[config.mk]
export PLATFORM = sky130hd
export DESIGN_NAME = hazard_ctrl
export DESIGN_NICKNAME = d
export VERILOG_FILES = /design/src/rtl/hazard_pkg.sv /design/src/rtl/hazard_fwd_match.sv /design/src/rtl/hazard_ctrl.sv
export SDC_FILE = /design/constraint.sdc
export NUM_CORES = 1
export LEC_CHECK = 0
export BUFFER_PORTS_ARGS = -buffer_cell sky130_fd_sc_hd__buf_4
export CAP_MARGIN = 40
export CORE_MARGIN = 2
export CORE_UTILIZATION = 47
export CTS_CLUSTER_DIAMETER = 40
export DETAILED_ROUTE_END_ITERATION = 7
export PLACE_DENSITY_LB_ADDON = 0.1
export REMOVE_ABC_BUFFERS = 1
export SLEW_MARGIN = 5
export SYNTH_ARGS = -nofsm -noshare
export SYNTH_HDL_FRONTEND = slang
export SYNTH_SLANG_ARGS = --single-unit
[constraint.sdc]
create_clock -name clk -period 6.9 [get_ports clk]
set_clock_uncertainty 0.15 [all_clocks]
set_input_delay 2.07 -clock clk [delete_from_list [all_inputs] [get_ports clk]]
set_output_delay 2.07 -clock clk [all_outputs]
set_load 0.02 [all_outputs]
[src/rtl/hazard_pkg.sv]
// Shared decode constants, tracker entry layout and instruction decode for the hazard unit.
package hazard_pkg;

  localparam logic [3:0] OP_ALU  = 4'd0;
  localparam logic [3:0] OP_ADDI = 4'd1;
  localparam logic [3:0] OP_ORI  = 4'd3;
  localparam logic [3:0] OP_LW   = 4'd4;
  localparam logic [3:0] OP_BEQ  = 4'd5;
  localparam logic [3:0] OP_SW   = 4'd6;

  typedef struct packed {
    logic       valid;
    logic [2:0] dst;
    logic       is_load;
  } track_entry_t;

  typedef struct packed {
    logic       rd_rs;
    logic       rd_rt;
    logic [2:0] rs;
    logic [2:0] rt;
    logic       wr;
    logic [2:0] dst;
    logic       is_load;
  } decode_t;

  function automatic decode_t decode_instr(input logic [15:0] instr);
    decode_t d;
    d         = '0;
    d.rs      = instr[11:9];
    d.rt      = instr[8:6];
    case (instr[15:12])
      OP_ALU: begin
        d.rd_rs = 1'b1;
        d.rd_rt = 1'b1;
        d.wr    = 1'b1;
        d.dst   = instr[5:3];
      end
      OP_ADDI, OP_ORI: begin
        d.rd_rs = 1'b1;
        d.wr    = 1'b1;
        d.dst   = instr[8:6];
      end
      OP_LW: begin
        d.rd_rs   = 1'b1;
        d.wr      = 1'b1;
        d.dst     = instr[8:6];
        d.is_load = 1'b1;
      end
      OP_BEQ, OP_SW: begin
        d.rd_rs = 1'b1;
        d.rd_rt = 1'b1;
      end
      default: d = d;
    endcase
    return d;
  endfunction

endpackage

[src/rtl/hazard_fwd_match.sv]
// Youngest-match forwarding select and load-use detection for one source operand.
module hazard_fwd_match
  import hazard_pkg::*;
#(
  parameter int FWD_DEPTH = 2,
  parameter int LOAD_LAT  = 1,
  parameter int SEL_W     = 2
) (
  input  logic                          used,
  input  logic [2:0]                    src,
  input  track_entry_t [FWD_DEPTH-1:0]  tracker,
  output logic [SEL_W-1:0]              sel,
  output logic                          load_hit
);

  logic hit;

  // Walk oldest to youngest so the lowest-index match ends up selected.
  always_comb begin
    sel      = '0;
    load_hit = 1'b0;
    hit      = 1'b0;
    for (int i = FWD_DEPTH - 1; i >= 0; i--) begin
      hit      = used & (src != 3'd0) & tracker[i].valid & (tracker[i].dst == src);
      sel      = hit ? SEL_W'(i + 1) : sel;
      load_hit = load_hit | (hit & tracker[i].is_load & (i < LOAD_LAT));
    end
  end

endmodule

[src/rtl/hazard_ctrl.sv]
// Pipeline hazard controller: tracks in-flight writers, forwards results, stalls on load-use.
module hazard_ctrl
  import hazard_pkg::*;
#(
  parameter  int DATA_W    = 16,
  parameter  int FWD_DEPTH = 2,
  parameter  int LOAD_LAT  = 1,
  localparam int SEL_W     = $clog2(FWD_DEPTH + 1)
) (
  input  logic                        clk,
  input  logic                        rst,
  input  logic                        id_valid,
  input  logic [15:0]                 id_instr,
  input  logic                        flush,
  input  logic [FWD_DEPTH*DATA_W-1:0] stage_data,
  output logic [SEL_W-1:0]            fwd_op1_sel,
  output logic [SEL_W-1:0]            fwd_op2_sel,
  output logic [DATA_W-1:0]           fwd_op1,
  output logic [DATA_W-1:0]           fwd_op2,
  output logic                        stall,
  output logic [15:0]                 stall_cycles
);

  track_entry_t [FWD_DEPTH-1:0] tracker_q, tracker_d;
  logic [15:0]                  stall_cycles_q, stall_cycles_d;
  decode_t                      dec;
  logic [SEL_W-1:0]             raw_sel1, raw_sel2;
  logic                         hit1, hit2;
  logic                         live;

  assign dec = decode_instr(id_instr);

  hazard_fwd_match #(.FWD_DEPTH(FWD_DEPTH), .LOAD_LAT(LOAD_LAT), .SEL_W(SEL_W)) u_match_op1 (
    .used     (dec.rd_rs),
    .src      (dec.rs),
    .tracker  (tracker_q),
    .sel      (raw_sel1),
    .load_hit (hit1)
  );

  hazard_fwd_match #(.FWD_DEPTH(FWD_DEPTH), .LOAD_LAT(LOAD_LAT), .SEL_W(SEL_W)) u_match_op2 (
    .used     (dec.rd_rt),
    .src      (dec.rt),
    .tracker  (tracker_q),
    .sel      (raw_sel2),
    .load_hit (hit2)
  );

  // Stall/select gating, operand muxing and next tracker/counter state.
  always_comb begin
    live        = id_valid & ~flush;
    stall       = live & (hit1 | hit2);
    fwd_op1_sel = (live & ~stall) ? raw_sel1 : '0;
    fwd_op2_sel = (live & ~stall) ? raw_sel2 : '0;
    fwd_op1     = '0;
    fwd_op2     = '0;
    for (int i = 0; i < FWD_DEPTH; i++) begin
      fwd_op1 = (fwd_op1_sel == SEL_W'(i + 1)) ? stage_data[i*DATA_W +: DATA_W] : fwd_op1;
      fwd_op2 = (fwd_op2_sel == SEL_W'(i + 1)) ? stage_data[i*DATA_W +: DATA_W] : fwd_op2;
    end
    tracker_d            = tracker_q;
    tracker_d[0].valid   = live & ~stall & dec.wr;
    tracker_d[0].dst     = dec.dst;
    tracker_d[0].is_load = dec.is_load;
    for (int i = 1; i < FWD_DEPTH; i++) begin
      tracker_d[i] = tracker_q[i-1];
    end
    stall_cycles_d = (stall && (stall_cycles_q != 16'hFFFF)) ? stall_cycles_q + 16'd1
                                                            : stall_cycles_q;
  end

  // Tracker shift register and saturating stall counter.
  always_ff @(posedge clk) begin
    if (rst) begin
      tracker_q      <= '0;
      stall_cycles_q <= 16'd0;
    end else begin
      tracker_q      <= tracker_d;
      stall_cycles_q <= stall_cycles_d;
    end
  end

  assign stall_cycles = stall_cycles_q;

endmodule
==> flow_summary.toml, run 1 <==
[yosys]
yosysSeqAreaShare_pct = 28.17
synth_top_family_by_area = "compound AO/OA/AOI/OAI gates"
synth_largest_area_cell = "dfxtp_1"
synth-edff-count = 0
synth-main-ff-cell = "dfxtp_1"
synth_area_leaders = "dfxtp_1 (28%), a32o_1 (18%), xnor2_1 (4.9%)"
synth.distinct_cells = 44
ys_ff_latch = 25
synth_xor_area_share_pct = 6.901
syn_area_sq_um = 1777
synthAdderAreaFrac_pct = 0.7042
yosys.area.top_type_share_pct = 28.17
synth_compound_area_share_pct = 30.00
synthSimpleGateAreaFrac_pct = 26.20
synth.mux.area_fraction_pct = 3.099
postSynthAreaPerCell_sq_um = 8.542
ys_warn_count = 0
synthArstFlopShare_pct = 0
synth_cells = 208

[detailed_routing]
vias = 2057
wl_microns = 5295
wl_per_cell_microns = 15.09
drtPass1Iterations = 4
ant_nets = 0
vias_per_cell = 5.860
drc_errors = 0
drtIter0Drc = 95

[worst_setup_path]
slowest_delay_ns = 0.66
cp-end-kind = "output port"
cp-start-kind = "input port"
crit_family = "compound AO/OA/AOI/OAI gates"
crit_type = "input port to output port"
required_ns = 4.68
crit_slowest_cell = "a21boi_2"
critPathArrivalTime_ns = 3.99
critPathBufInv = 2
cp_cell_sequence = "buf_4 > nand2b_1 > a21boi_2 > nand3_1 > nor3_1 > a21boi_2 > a32o_1 > buf_4"
critical_path.max_fanout = 16

[timing]
period_share_pct = 90.03
worst_slew_pin_slew_ns = 0.7650
rsz0062_at_grt = "false"
setup_viol = 0
finalHoldViolations = 0
final-max-slew-violation-count = 0
max_freq_mhz = 161.0
max_slew_margin_pct = 48.70
fin_tns_setup_ns = 0
worst_hold_slack_ns = 0.3392
post-route-min-period_ns = 6.212

[global_routing]
grt_max_degree = 34
globalRouteOverflowTotal = 0
antenna_found_initial = 0
grt_pass1_vias = 1758
grt_pass1_wl_microns = 8176
grtUsageTotal_pct = 23.52

[floorplan]
die-area_sq_um = 4288
die_h_microns = 65.49
start_util_pct = 48.53
design.core.area_sq_um = 3661
row_count = 22
num_io_pins = 105
fp.dieW_microns = 65.49

[placement]
hpwlAfterDp_microns = 4021
gp_congestion = 0.7652
port_buffers = 101

[power_and_ir_drop]
ir_drop_uv = 142.7
p_sw_share_pct = 24.99
power.net_switching_uw = 70.27
power_leakage_uw = 0.001061
p_int_uw = 210.9
pwr-share-comb_pct = 15.8
pwr-share-seq_pct = 52.1
clockPowerShare_pct = 32.1
p_per_area_nw_per_um2 = 107.8

[clocking]
cts_setup_buffers = 0
clock_sinks = 25
clock-root-buffer = "clkbuf_8"
cts_tree = "built"
holdBufCountCts = 0
clk_latency_ns = 0.27
cts.repair.resized = 0
htree_num_levels = 1
cts_inserted_buffers = 3
clock_path_buffers = 2
clk_pin_slew_ns = 0.10

[finish]
drive_above_1_share_pct = 40.26
final_nets = 357
insertedDiodeCount = 0
area_delta_synth_final_pct = 46.76

[job]
drv_cap = 0

[min_path]
holdCritPathClass = "register to register"

[run_status]
outcome = "finished clean"
## metrics by stage
step	instances	power, uW	utilization, %	area (sq um)	worst slack, ns
final	351	281.2	71.22	2608	0.6880
after global routing	351	292.1	71.22	2608	0.5171
after CTS	351	282.4	71.22	2608	0.6862
after detailed placement	347	194.2	69.89	2559	0.7023
after global placement	347	193.3	69.89	2559	0.7191
after floorplan	195	162.9	-	1715	0.8741
## synthesized netlist by cell type, types with 2 or more instances
cell	count
a32o_1	32
dfxtp_1	25
nor2_1	19
nand3_1	10
xnor2_1	10
a21oi_1	9
nor2b_1	9
clkbuf_1	8
inv_1	7
nand4_1	6
nor4_1	6
nand2_1	5
nor3_1	5
o21ai_0	5
buf_2	4
mux2_1	4
nand2b_1	4
xor2_1	4
a22oi_1	3
or3_1	3
a21boi_2	2
and3_1	2
and4_1	2
nor3_2	2
o31ai_1	2
or4_1	2
## flip-flops by register name (all words and copies together), names as in the netlist
name and cells:
tracker_d 5, tracker_q 4, stall_cycles 16
## worst register-to-register path: stages (launching register included)
cell and delay [ns]:
dfxtp_1 0.37, ha_1 0.25, nand3_1 0.15, nor4_1 0.09, a211oi_1 0.33, a21boi_4 0.39, nand3_1 0.15, mux2_1 0.32
## per-layer routing
metal / wire length [microns] / vias up / part of all wire (%) / track usage (%)
li1: - / 1003 / - / -
met1: 2246 / 984 / 42 / 28.71
met2: 2660 / 66 / 50 / 42.73
met3: 355 / 4 / 6.7 / 4.623
met4: 32 / 0 / 0.60 / 4.688
met5: 0 / - / 0 / 0
## path summary, 6_finish.rpt
path	endpoint	startpoint	cells past startpoint	slack, ns
worst min register to register	tracker_q[9]$_SDFF_PP0_	tracker_d[9]$_SDFF_PP0_	1	0.34
worst max-delay path	fwd_op2[2]	id_instr[14]	8	0.69
worst min-delay path	tracker_q[9]$_SDFF_PP0_	tracker_d[9]$_SDFF_PP0_	1	0.34
worst max register to register	stall_cycles[12]$_SDFFE_PP0P_	stall_cycles[0]$_SDFFE_PP0P_	7	4.59
## power by group through the flow
stage                     Clock (uW)  Sequential [uW]  Combinational, uW
after global routing            97.1              147               48.3
after CTS                       91.4              146               44.6
after floorplan                    0              150               13.3
after detailed placement           0              150               44.4
final                           90.3              146               44.5
after global placement             0              150               43.6
## final cells by class
class | instances | area, sq um
multi-input cells | 163 | 1191
fillers | 333 | 1054
repair buffers | 104 | 780.7
flip-flops and latches | 25 | 500.5
well taps | 48 | 60.06
clock buffers | 3 | 41.29
inverters | 7 | 26.28
clock inverters | 1 | 7.507
## kinds of logic (layout without fill, tap and decap cells)
family,count (synthesis),after routing
compound gates,61,61
xor+xnor,14,14
fa+ha+maj,1,1
buf+inv,20,115
flops,25,25
mux,5,5
simple gates,82,82
## placed cells by master, fill, tap and decap left out, types with 2 or more instances in the layout
cell type  instances
a22oi_1            3
and4_1             2
nand2b_1           4
xor2_1             4
or4_1              2
nand2_1            5
dfxtp_1           25
nor3_2             2
clkbuf_8           3
a21boi_2           2
nor4_1             6
buf_4            104
or3_1              3
a32o_1            32
nand4_1            6
nor2b_1            9
nand3_1           10
nor2_2             2
o31ai_1            2
nor2_1            18
o21ai_0            5
nor3_1             5
mux2_1             4
inv_1              7
xnor2_1           10
and3_1             2
a21oi_1            9
Note: power is estimated with default switching activity, not from simulation.
==> run 2: changes to the inputs <==
CORE_MARGIN = unset   (was 2)
SKIP_LAST_GASP = 1   (was unset)
==> run 2 against run 1 <==
Net effect:
- sequential power about the same
- sequential cell count unchanged
- routed wire length up 1.9%
- critical endpoint is now fwd_op2[13]
- setup slack worse by 0.064 ns
- largest cell class unchanged
- clock power down 5.0%
==> flow_summary.toml, run 2 (synthesized netlist as in run 1, its figures left out) <==
[run_status]
outcome = "finished clean"

[timing]
period_share_pct = 90.96
max_slew_margin_pct = 48.37
worst_hold_slack_ns = 0.3507
setup_viol = 0
fin_tns_setup_ns = 0
worst_slew_pin_slew_ns = 0.7699
max_freq_mhz = 159.3
final-max-slew-violation-count = 0
finalHoldViolations = 0
post-route-min-period_ns = 6.276
rsz0062_at_grt = "false"

[floorplan]
num_io_pins = 105
die_h_microns = 63.49
start_util_pct = 51.23
design.core.area_sq_um = 3468
die-area_sq_um = 4030
fp.dieW_microns = 63.49
row_count = 21

[finish]
final_core_util_pct = 75.00
fillers = 293
area_delta_synth_final_pct = 46.41
largest_register_ffs = 16
final_nets = 357
insertedDiodeCount = 0
layout_common_cells = "buf_4 (104), a32o_1 (32), dfxtp_1 (25)"
drive_above_1_share_pct = 39.93
final_common_cell = "buf_4"

[placement]
port_buffers = 101
hpwlAfterDp_microns = 4136
gp_congestion = 0.7799

[worst_setup_path]
critPathBufInv = 2
cp-start-kind = "input port"
crit_type = "input port to output port"
required_ns = 4.68
crit_slowest_cell = "a21boi_2"
slowest_delay_ns = 0.68
crit_family = "compound AO/OA/AOI/OAI gates"
critical_path.max_fanout = 16
cp_cell_sequence = "buf_4 > nand2b_1 > a21boi_2 > nand3_1 > nor3_1 > a21boi_2 > a32o_1 > buf_4"
cp-end-kind = "output port"
critPathArrivalTime_ns = 4.06

[global_routing]
antenna_found_initial = 0
grtUsageTotal_pct = 26.56
globalRouteOverflowTotal = 0
grt_max_degree = 33
grt_pass1_vias = 1906
grt_pass1_wl_microns = 8687

[detailed_routing]
vias = 2036
drc_errors = 0
wl_per_cell_microns = 15.46
vias_per_cell = 5.834
wl_microns = 5395
drtPass1Iterations = 4
ant_nets = 0
drtIter0Drc = 186

[clocking]
cts.repair.resized = 0
htree_num_levels = 1
clock-root-buffer = "clkbuf_8"
clk_latency_ns = 0.27
cts_tree = "built"
clock_path_buffers = 2
clk_pin_slew_ns = 0.08
cts_inserted_buffers = 3
clock_sinks = 25
holdBufCountCts = 0
cts_setup_buffers = 0

[power_and_ir_drop]
ir_drop_uv = 135.3
power_leakage_uw = 0.001062
p_per_area_nw_per_um2 = 106.4

[min_path]
holdCritPathClass = "register to register"

[job]
drv_cap = 0
[run 2: layout make-up]
| type | instances | area, sq um | share of cell area, % |
|---|---|---|---|
| clock buffer | 4 | 45.04 | 1.732 |
| inverter | 7 | 26.28 | 1.010 |
| multi-input combinational | 163 | 1191 | 45.79 |
| sequential | 25 | 500.5 | 19.24 |
| tap | 46 | 57.56 | 2.213 |
| timing repair buffer | 104 | 780.7 | 30.01 |
[run 2: where the power goes]
group	switching, uW	internal [uW]	leakage, uW
combinational	19.9	24.6	0.000838
clock	44.5	41.3	0.0000228
sequential	1.21	145	0.000202
[run 2: per-layer routing]
layer | up-vias | share of wire, % | global-route usage, %
met1 | 957 | 43 | 33.48
met3 | 5 | 7.2 | 4.167
met2 | 75 | 49 | 45.21
met5 | - | 0 | 0
met4 | 0 | 1.0 | 9.375
li1 | 999 | - | -
[run 2: metrics by stage]
stage / cell area [sq um] / instances / setup slack (ns) / total power, uW
3_3_place_gp: 2556 / 345 / 0.6895 / 193.1
4_1_cts: 2601 / 349 / 0.6463 / 278.4
3_5_place_dp: 2556 / 345 / 0.6467 / 194.2
2_1_floorplan: 1715 / 195 / 0.8741 / 162.9
5_1_grt: 2601 / 349 / 0.4609 / 288.7
6_report: 2601 / 349 / 0.6239 / 276.8
[run 2: final timing paths]
path / slack (ns) / cells past startpoint / endpoint / startpoint
max: 0.62 / 8 / fwd_op2[13] / id_instr[14]
max reg2reg: 4.49 / 7 / stall_cycles[8]$_SDFFE_PP0P_ / stall_cycles[0]$_SDFFE_PP0P_
min reg2reg: 0.35 / 1 / tracker_q[9]$_SDFF_PP0_ / tracker_d[9]$_SDFF_PP0_
min: 0.35 / 1 / tracker_q[9]$_SDFF_PP0_ / tracker_d[9]$_SDFF_PP0_
